[src/rtl/seq_sm_mul.sv]
// ---------------------------------------------------------------------------
// seq_sm_mul -- sequential sign-magnitude multiplier (shift-and-add)
//
// Multiplies two sign-magnitude operands one multiplier bit per clock.
// Magnitude is the exact unsigned product. The sign is the XOR of the
// operand signs, except that a zero product is always reported as +0.
//
// Parameters
//   MAG_W         magnitude width of each operand (2..16)
//
// Ports
//   clk           rising-edge clock
//   rst_n         asynchronous active-low reset
//   start         begin a multiply (sampled only while idle)
//   a, b          operands: bit MAG_W = sign, bits MAG_W-1:0 = magnitude
//   busy          high while calculating or presenting the result
//   done          one-cycle pulse; result and flags are valid from this cycle
//   result        product: bit 2*MAG_W = sign, bits 2*MAG_W-1:0 = magnitude
//   zeroFlag      product magnitude is zero
//   negativeFlag  product is strictly negative (equals result sign)
//
// Build option
//   SEQ_SM_MUL_EARLY_ZERO_EN  when defined, a zero operand magnitude skips
//                             the shift-and-add loop and goes straight to
//                             DONE. The outputs are identical either way.
// ---------------------------------------------------------------------------
module seq_sm_mul #(
    parameter int MAG_W = 4
) (
    input  logic               clk,
    input  logic               rst_n,
    input  logic               start,
    input  logic [MAG_W:0]     a,
    input  logic [MAG_W:0]     b,
    output logic               busy,
    output logic               done,
    output logic [2*MAG_W:0]   result,
    output logic               zeroFlag,
    output logic               negativeFlag
);

    localparam int CNT_W = $clog2(MAG_W + 1);

    typedef enum logic [1:0] {IDLE, CALC, DONE} state_t;

    state_t               state;
    logic [CNT_W-1:0]     count;
    logic [2*MAG_W-1:0]   acc;
    logic [2*MAG_W-1:0]   mcand;     // multiplicand, shifted left once per step
    logic [MAG_W-1:0]     mplier;    // multiplier, shifted right once per step
    logic                 sign;

    logic [2*MAG_W-1:0]   addend;
    logic [2*MAG_W-1:0]   acc_next;

    // The current multiplier bit always sits in mplier[0] and mcand already
    // carries the matching shift, so each step is a single conditional add.
    always_comb begin
        addend   = mplier[0] ? mcand : '0;
        acc_next = acc + addend;
    end

    always_ff @(posedge clk or negedge rst_n) begin
        if (!rst_n) begin
            state        <= IDLE;
            count        <= '0;
            acc          <= '0;
            mcand        <= '0;
            mplier       <= '0;
            sign         <= 1'b0;
            busy         <= 1'b0;
            done         <= 1'b0;
            result       <= '0;
            zeroFlag     <= 1'b1;
            negativeFlag <= 1'b0;
        end else begin
            case (state)
                IDLE: begin
                    done <= 1'b0;
                    if (start) begin
                        mcand  <= {{MAG_W{1'b0}}, a[MAG_W-1:0]};
                        mplier <= b[MAG_W-1:0];
                        sign   <= a[MAG_W] ^ b[MAG_W];
                        acc    <= '0;
                        count  <= CNT_W'(MAG_W);
                        busy   <= 1'b1;
`ifdef SEQ_SM_MUL_EARLY_ZERO_EN
                        if (a[MAG_W-1:0] == '0 || b[MAG_W-1:0] == '0) begin
                            result       <= '0;
                            zeroFlag     <= 1'b1;
                            negativeFlag <= 1'b0;
                            done         <= 1'b1;
                            state        <= DONE;
                        end else begin
                            state <= CALC;
                        end
`else
                        state <= CALC;
`endif
                    end
                end

                CALC: begin
                    acc    <= acc_next;
                    mcand  <= mcand << 1;
                    mplier <= mplier >> 1;
                    count  <= count - CNT_W'(1);
                    // Last iteration: publish the sum that includes this step.
                    if (count == CNT_W'(1)) begin
                        result       <= {sign && (acc_next != '0), acc_next};
                        zeroFlag     <= (acc_next == '0);
                        negativeFlag <= sign && (acc_next != '0);
                        done         <= 1'b1;
                        state        <= DONE;
                    end
                end

                DONE: begin
                    done  <= 1'b0;
                    busy  <= 1'b0;
                    state <= IDLE;
                end

                default: begin
                    done  <= 1'b0;
                    busy  <= 1'b0;
                    state <= IDLE;
                end
            endcase
        end
    end

endmodule

[config.mk]
export PLATFORM = sky130hd
export DESIGN_NAME = seq_sm_mul
export DESIGN_NICKNAME = d
export VERILOG_FILES = /design/src/rtl/seq_sm_mul.sv
export SDC_FILE = /design/constraint.sdc
export NUM_CORES = 1
export LEC_CHECK = 0
export ABC_AREA = 1
export ABC_CLOCK_PERIOD_IN_PS = 5920
export CAP_MARGIN = 20
export CORE_MARGIN = 3
export CORE_UTILIZATION = 49
export DETAILED_ROUTE_END_ITERATION = 8
export PLACE_DENSITY = 0.69
export SYNTH_ARGS = -nofsm -noshare
export SYNTH_HDL_FRONTEND = slang
export SYNTH_SLANG_ARGS = --single-unit
[constraint.sdc]
create_clock -name clk -period 5.92 [get_ports clk]
set_input_delay 0.888 -clock clk [delete_from_list [all_inputs] [get_ports clk]]
set_output_delay 0.888 -clock clk [all_outputs]
set_load 0.1 [all_outputs]
==> results of run 1 <==
==> synthesized netlist by cell type (3+ instances only) <==
cell / count
nand2_1: 76
dfrtp_1: 37
inv_1: 36
nand3_1: 21
o21ai_0: 11
o21ai_1: 11
ha_1: 9
nor2_1: 9
nand2_2: 5
o22ai_1: 5
a21oi_1: 4
inv_2: 4
o211ai_1: 3
==> worst min path at each step <==
| stage | start | endpoint | slack [ns] | cells past startpoint |
|---|---|---|---|---|
| CTS | zeroFlag | zeroFlag | 0.47 | 2 |
| floorplan | count[2] | count[2] | 0.45 | 2 |
| detailed placement | zeroFlag | zeroFlag | 0.46 | 2 |
| global placement | result[2] | result[2] | 0.46 | 2 |
| global route | zeroFlag | zeroFlag | 0.50 | 2 |
| finish | zeroFlag | zeroFlag | 0.47 | 2 |
==> through the flow <==
| stage | area, µm² | util (%) | setup WS, ns | cells |
|---|---|---|---|---|
| after CTS | 2384 | 62.75 | 3.085 | 324 |
| after global placement | 2271 | 59.78 | 3.304 | 317 |
| final | 2384 | 62.75 | 3.098 | 324 |
| after floorplan | 2013 | - | 3.692 | 252 |
| after global routing | 2384 | 62.75 | 3.064 | 324 |
| after detailed placement | 2271 | 59.78 | 3.261 | 317 |
==> logic make-up after synthesis <==
group	share of synthesized area [%]
xor gates and xnor gates	0.8703
AOI/OAI and AO/OA	9.136
buffers and inverters	10.01
adders and majority gates	6.588
and+or+nand+nor	26.10
DFF	47.30
==> sequential cells by signal, summed over array words and instances, names as in the netlist <==
register and count:
mplier 4, done 1, acc 8, sign 1, count 3, result 9, state 2, mcand 8
busy 1, zeroFlag 1
==> cell type report <==
class	count	share of cell area, %
clock inverter	1	1.260
timing repair buffer	25	10.29
sequential	38	39.95
tap	48	2.520
multi-input combinational	165	36.06
inverter	41	6.457
clock buffer	6	3.465
==> layer usage <==
metal	share of wire (%)	GRT usage (%)
met4	1.1	3.830
met3	4.6	3.741
met2	47	29.38
met5	0	0
met1	47	23.13
==> worst register-to-register path: stages (launching register included) <==
cell and delay [ns]:
dfrtp_1 0.49, nand2_1 0.10, inv_1 0.05, ha_1 0.20, fa_1 0.40, nand2_1 0.08
nand2_1 0.10, nand2_1 0.08, nand2_1 0.05, nand2_2 0.09, nand3_2 0.07, nor2_2 0.11
nand2_1 0.07, nand2_1 0.05, nand2_1 0.04
==> flow_metrics.env, run 1 <==
export IMPL_skew_ns=0.008620
export IMPL_crit_path_max_incr_delay_ns=1.12
export IMPL_clk_latency_ns=0.29
export IMPL_gp_congestion=0.8007
export IMPL_crit_path_max_fanout=2
export IMPL_syn_mean_instance_area_um2=7.989
export IMPL_yosys_area_top_type="dfrtp_1"
export IMPL_track_usage_pct=17.47
export IMPL_multi_input_area_um2=859.6
export IMPL_avgViaCountPerCell=5.077
export IMPL_port_buffer_count=25
export IMPL_mostFrequentLayoutCells="76 x nand2_1, 37 x dfrtp_1, 36 x inv_1, 24 x clkdlybuf4s50_1, 21 x nand3_1"
export IMPL_r2r_cells=14
export IMPL_reg2reg_slack_ns=3.83
export IMPL_rows=22
export IMPL_first_pass_iters=4
export IMPL_clock_fmax_mhz=354.3
export IMPL_synth_area_leaders="dfrtp_1 46%, nand2_1 14%, inv_1 6.7%, ha_1 5.6%, nand3_1 5.2%"
export IMPL_critPathLaunchType="flop"
export IMPL_finalHoldViolCount=0
export IMPL_maxCapViolCount=0
export IMPL_mostFrequentLayoutCell="nand2_1"
export IMPL_antenna_left=0
export IMPL_chipWidth_um=70.10
export IMPL_clock_sinks=38
export IMPL_overflow=0
export IMPL_hp_class="flop to flop"
export IMPL_antennaDiodeCount=0
export IMPL_wirelength_mm=3.982
export IMPL_yosysSeqAreaShare_pct=47.30
export IMPL_ctsResizeCount=0
export IMPL_syn_inst=252
export IMPL_startpoint="zeroFlag"
export IMPL_tritoncts="built"
export IMPL_cts_root_buffer_cell="clkbuf_8"
export IMPL_ys_types=28
export IMPL_synth_edf_count=0
export IMPL_crit_arrival_ns=1.93
export IMPL_postCtsHoldBufs=0
export IMPL_num_io_pins=26
export IMPL_grt_pass1_vias=1523
export IMPL_min_period_ns=2.822
export IMPL_yosys_warnings=0
export IMPL_clk_path_buf_depth=2
export IMPL_worst_pin_slew_ns=0.9748
export IMPL_worstSetupPathType="flop to output pin"
export IMPL_grt_max_degree=39
export IMPL_path_buf_inv=1
export IMPL_vias=1645
export IMPL_required_ns=5.03
export IMPL_drc=0
export IMPL_outcome="complete, no violations"
export IMPL_antenna_found_initial=0
export IMPL_whs_ns=0.4702
export IMPL_grt_first_pass_wirelength_mm=6.975
export IMPL_drive_above_1_share_pct=9.420
export IMPL_fillers=359
export IMPL_r2r_end="result[8]"
export IMPL_crit_path_cell_trace="clkdlybuf4s50_1"
export IMPL_core_area_mm2=0.003799
export IMPL_synth_flop_cell="dfrtp_1"
export IMPL_die_area_mm2=0.004913
export IMPL_syn_num_nets=275
export IMPL_cts_made_buffers=5
export IMPL_cp_end_kind="output pin"
export IMPL_timing_final_crit_share_pct=47.68
export IMPL_crit_path_end="zeroFlag"
export IMPL_syn_area_mm2=0.002013
export IMPL_path_clk_slew_ns=0.07
export IMPL_cp_depth=1
export IMPL_slew_headroom_pct=34.81
export IMPL_area_delta_synth_final_pct=18.40
export IMPL_async_flop_share_pct=100.0
export IMPL_wire_per_inst_um=12.29
export IMPL_rsz0062_at_grt="no"
export IMPL_maxSlewViolCount=0
export IMPL_tns_ns=0
export IMPL_synth_seq_cells=38
export IMPL_drt_iter0_drc=110
export IMPL_die_height_um=70.10
export IMPL_cts_setup_buffers=0
export IMPL_setup_violations=0
export IMPL_dp_hpwl_mm=2.887
export IMPL_slowest_stage="clkdlybuf4s50_1"
export IMPL_critPathTopFamily="buffers and inverters"
export IMPL_start_util_pct=53.00
export IMPL_fin_nets=299
export IMPL_synth_top_area_share_pct=45.99
export IMPL_seq_area_um2=952.2
export IMPL_ctsHtreeMaxLevel=2
export IMPL_r2r_start="mplier[0]"
Power of run 1 is left out: the tool's default activity adds up to more than one toggle a clock period on the data nets, which glitch-free logic cannot reach.
==> run 2, diff against run 1 <==
ABC_CLOCK_PERIOD_IN_PS = 2700   (was 5920)
clock period = 2.7 ns   (was 5.92 ns; I/O delays follow)
==> run 2 against run 1 <==
Effect of this change:
- clock skew fell by 0.0044 ns
- register-to-register slack lost 3.1 ns
- utilization down 0.66 points
- highest routed layer unchanged
- critical path depth is 13 higher
- first-iteration DRC count is 32% lower
- worst hold slack got worse by 0.26 ns
- largest cell class unchanged
- setup slack got worse by 2.4 ns
- global-route usage rose by 0.18 points
- critical endpoint is now result[8]
==> flow_metrics.env, run 2 (synthesis gave the netlist of run 1 again) <==
export IMPL_outcome="complete, no violations"
export IMPL_cts_made_buffers=5
export IMPL_final_area_mm2=0.002359
export IMPL_avgViaCountPerCell=4.935
export IMPL_area_delta_synth_final_pct=17.15
export IMPL_die_area_mm2=0.004913
export IMPL_hp_class="primary input to asynchronous set/reset pin"
export IMPL_crit_path_cell_trace="nand2_1 -> inv_1 -> ha_1 -> fa_1 -> nand2_1 -> nand2_1 -> nand2_1 -> nand2_1 -> nand2_2 -> nand3_2 -> nor2_2 -> nand2_1 -> nand2_1 -> nand2_1"
export IMPL_grt_first_pass_wirelength_mm=6.934
export IMPL_path_clk_slew_ns=0.07
export IMPL_seq_area_um2=952.2
export IMPL_startpoint="mplier[0]"
export IMPL_finalHoldViolCount=0
export IMPL_tritoncts="built"
export IMPL_r2r_start="mplier[0]"
export IMPL_antenna_found_initial=0
export IMPL_placed_area_mm2=0.002246
export IMPL_cts_root_buffer_cell="clkbuf_8"
export IMPL_ctsResizeCount=0
export IMPL_worst_pin_slew_ns=0.8173
export IMPL_maxCapViolCount=0
export IMPL_die_height_um=70.10
export IMPL_crit_arrival_ns=2.18
export IMPL_overflow=0
export IMPL_crit_path_max_fanout=10
export IMPL_r2r_end="result[8]"
export IMPL_clock_sinks=38
export IMPL_tns_ns=0
export IMPL_timing_final_crit_share_pct=74.13
export IMPL_wirelength_mm=3.915
export IMPL_reg_largest_list="result x9, acc x8, mcand x8"
export IMPL_clk_latency_ns=0.28
export IMPL_multi_input_area_um2=859.6
export IMPL_min_period_ns=2.001
export IMPL_crit_path_max_incr_delay_ns=0.48
export IMPL_largest_register="result"
export IMPL_track_usage_pct=17.66
export IMPL_ctsHtreeMaxLevel=2
export IMPL_critPathLaunchType="flop"
export IMPL_chipWidth_um=70.10
export IMPL_crit_top_cell="nand2_1"
export IMPL_rows=22
export IMPL_wire_per_inst_um=12.05
export IMPL_grt_pass1_vias=1509
export IMPL_worstSetupPathType="flop to flop"
export IMPL_mostFrequentLayoutCell="nand2_1"
export IMPL_antenna_left=0
export IMPL_drc=0
export IMPL_maxSlewViolCount=0
export IMPL_grt_max_degree=39
export IMPL_clock_fmax_mhz=499.7
export IMPL_fillers=332
export IMPL_start_util_pct=53.00
export IMPL_rsz0062_at_grt="no"
export IMPL_setup_violations=0
export IMPL_slowest_stage="dfrtp_1"
export IMPL_postCtsHoldBufs=0
export IMPL_dp_cells=318
export IMPL_r2r_cells=14
export IMPL_vias=1604
export IMPL_clk_path_buf_depth=2
export IMPL_port_buffer_count=25
export IMPL_fin_nets=300
export IMPL_cp_end_kind="flop"
export IMPL_num_io_pins=26
export IMPL_fin_cells=325
export IMPL_reg2reg_slack_ns=0.70
export IMPL_first_pass_iters=4
export IMPL_largest_register_ff_count=9
export IMPL_skew_ns=0.004256
export IMPL_slew_headroom_pct=45.52
export IMPL_drive_above_1_share_pct=14.44
export IMPL_mostFrequentLayoutCells="76 x nand2_1, 37 x dfrtp_1, 36 x inv_1, 21 x nand3_1, 14 x buf_4"
export IMPL_cts_setup_buffers=0
export IMPL_required_ns=2.88
export IMPL_core_area_mm2=0.003799
export IMPL_antennaDiodeCount=0
export IMPL_dp_hpwl_mm=2.911
export IMPL_gp_congestion=0.8685
export IMPL_drt_iter0_drc=75
-- run 2: routing by layer --
metal	GRT usage [%]	up-vias	wire (µm)
met2	28.44	26	1841
met3	3.885	5	132
met5	0	-	0
met4	5.957	0	44
met1	23.53	739	1897
li1	-	834	-
-- run 2: layout make-up --
| class | instances | share of cell area, % |
|---|---|---|
| sequential | 38 | 40.37 |
| multi-input combinational | 165 | 36.45 |
| timing repair buffer | 26 | 9.337 |
| inverter | 41 | 6.525 |
| clock buffer | 6 | 3.501 |
| tap | 48 | 2.546 |
| clock inverter | 1 | 1.273 |
-- run 2: worst max-delay path by stage --
| stage | end | slack (ns) |
|---|---|---|
| 2_1_floorplan | result[8] | 0.81 |
| 6_report | result[8] | 0.70 |
| 4_1_cts | result[8] | 0.70 |
| 3_3_place_gp | result[8] | 0.74 |
| 3_5_place_dp | result[8] | 0.71 |
| 5_1_grt | result[8] | 0.50 |
-- run 2: worst max-delay path: cells and delay by family, from the launching register on --
kind	cells	cell delay, ns
fa+ha+maj	2	0.59
buf+inv	1	0.04
flops	1	0.48
simple gates	11	0.77
-- run 2: metrics by stage --
step	worst slack (ns)	hold slack (ns)	util (%)
floorplan	0.8131	0.1094	-
global placement	0.7440	0.4603	59.12
detailed placement	0.7095	0.4565	59.12
CTS	0.6958	0.2427	62.09
global route	0.4982	0.2671	62.09
finish	0.6986	0.2147	62.09
Power of run 2 is left out for the same reason.
==> run 3, diff against run 2 <==
ABC_CLOCK_PERIOD_IN_PS = 1900   (was 2700)
clock period = 1.9 ns   (was 2.7 ns; I/O delays follow)
==> run 3 against run 2 <==
Effect of this change:
- clock skew rose by 0.0035 ns
- largest cell class is now multi-input combinational cells
- highest routed layer unchanged
- register-to-register slack got worse by 0.69 ns
- maximum frequency rose by 5.8%
- critical path type unchanged
- worst hold slack improved by 0.25 ns
- setup slack got worse by 0.69 ns
==> flow_metrics.env, run 3 (synthesis gave the netlist of run 1 again) <==
export IMPL_outcome="complete, no violations"
export IMPL_critPathLaunchType="flop"
export IMPL_required_ns=2.09
export IMPL_fin_nets=310
export IMPL_finalHoldViolCount=0
export IMPL_gp_congestion=0.8699
export IMPL_track_usage_pct=18.21
export IMPL_rsz0062_at_grt="yes"
export IMPL_antennaDiodeCount=0
export IMPL_clk_latency_ns=0.30
export IMPL_timing_final_crit_share_pct=99.56
export IMPL_grt_max_degree=29
export IMPL_largest_register="result"
export IMPL_drive_above_1_share_pct=23.69
export IMPL_port_buffer_count=25
export IMPL_tritoncts="built"
export IMPL_cts_root_buffer_cell="clkbuf_8"
export IMPL_vias=1685
export IMPL_clock_sinks=38
export IMPL_crit_arrival_ns=2.08
export IMPL_reg_largest_list="result x9, acc x8, mcand x8"
export IMPL_chipWidth_um=70.10
export IMPL_wire_per_inst_um=13.07
export IMPL_post_place_ws_ns=-0.02112
export IMPL_clock_fmax_mhz=528.7
export IMPL_start_util_pct=53.00
export IMPL_largest_register_ff_count=9
export IMPL_worst_pin_slew_ns=0.4695
export IMPL_cts_made_buffers=5
export IMPL_num_io_pins=26
export IMPL_first_pass_iters=4
export IMPL_maxSlewViolCount=0
export IMPL_setup_violations=0
export IMPL_seq_area_um2=952.2
export IMPL_slew_headroom_pct=68.70
export IMPL_clk_path_buf_depth=2
export IMPL_final_core_util_pct=67.46
export IMPL_path_clk_slew_ns=0.08
export IMPL_skew_ns=0.007713
export IMPL_crit_path_max_fanout=3
export IMPL_drc=0
export IMPL_mostFrequentLayoutCell="nand2_1"
export IMPL_die_height_um=70.10
export IMPL_antenna_found_initial=0
export IMPL_fin_ws_ns=0.008406
export IMPL_ctsHtreeMaxLevel=2
export IMPL_drt_iter0_drc=72
export IMPL_area_delta_synth_final_pct=27.28
export IMPL_worstSetupPathType="flop to flop"
export IMPL_grt_first_pass_wirelength_mm=7.176
export IMPL_grt_pass1_vias=1606
export IMPL_rows=22
export IMPL_mostFrequentLayoutCells="69 x nand2_1, 37 x dfrtp_1, 33 x inv_1, 21 x nand3_1, 21 x buf_4"
export IMPL_dp_cells=325
export IMPL_core_area_mm2=0.003799
export IMPL_antenna_left=0
export IMPL_fin_cells=335
export IMPL_maxCapViolCount=0
export IMPL_avgViaCountPerCell=5.030
export IMPL_hp_class="primary input to asynchronous set/reset pin"
export IMPL_die_area_mm2=0.004913
export IMPL_overflow=0
export IMPL_wirelength_mm=4.380
export IMPL_cp_end_kind="flop"
export IMPL_min_period_ns=1.892
export IMPL_multi_input_area_um2=960.9
export IMPL_dp_hpwl_mm=3.000
export IMPL_fillers=329
[run 3: cell count changes in the layout (fill, tap and decap cells not counted), moves of 2 or more]
| cell | change |
|---|---|
| buf_4 | +7 |
| inv_2 | +3 |
| buf_12 | +2 |
| ha_4 | +6 |
| nand2_1 | -7 |
| ha_1 | -6 |
| inv_1 | -3 |
| nand2_2 | +7 |
[run 3: repair_timing]
item	in CTS	in global routing
hold endpoints to repair	18	0
pin swaps	0	4
setup endpoints to repair	3	9
setup buffers	1	1
resized for setup	1	20
hold buffers	1	0
[run 3: per-layer routing]
| metal | share of wire (%) | global-route usage, % | vias up | wire [µm] |
|---|---|---|---|---|
| met3 | 3.5 | 3.885 | 9 | 153 |
| met4 | 1.7 | 6.170 | 0 | 76 |
| met2 | 47 | 29.49 | 32 | 2070 |
| met1 | 47 | 24.20 | 792 | 2080 |
| li1 | - | - | 852 | - |
| met5 | 0 | 0 | - | 0 |
[run 3: metrics by stage]
step | setup TNS (ns) | area [µm²] | hold slack [ns]
global placement | 0 | 2323 | 0.2712
CTS | 0 | 2456 | 0.4860
floorplan | 0 | 2013 | -0.01059
detailed placement | -0.02112 | 2323 | 0.2719
global route | -0.4421 | 2562 | 0.5074
finish | 0 | 2562 | 0.4637
[run 3: worst paths after layout]
path | from | endpoint | slack (ns) | cells after the start
max | mplier[0] | result[8] | 0.008 | 14
min | rst_n | acc[0] | 0.46 | 2
max reg2reg | mplier[0] | result[8] | 0.008 | 14
min reg2reg | result[6] | result[6] | 0.48 | 2
max in group asynchronous | rst_n | mcand[1] | 0.97 | 3
min in group clk | result[6] | result[6] | 0.48 | 2
[run 3: worst max-delay path, stage by stage, from the launching register on]
cell and delay (ns):
dfrtp_1 0.41, nand2_2 0.09, inv_2 0.05, ha_4 0.16, fa_2 0.37, nand2_2 0.08, nand2_2 0.07, nand2_1 0.07
nand2_1 0.06, nand2_2 0.07, nand3_2 0.06, nor2_2 0.12, nand2_1 0.06, nand2_1 0.05, nand2_1 0.04
[run 3: cell type report]
cell class,count,area share [%]
Clock buffer,6,3.223
Clock inverter,1,1.172
Inverter,41,6.006
Multi-Input combinational cell,165,37.50
Sequential cell,38,37.16
Tap cell,48,2.344
Timing Repair Buffer,36,12.60
Power of run 3 is left out for the same reason.
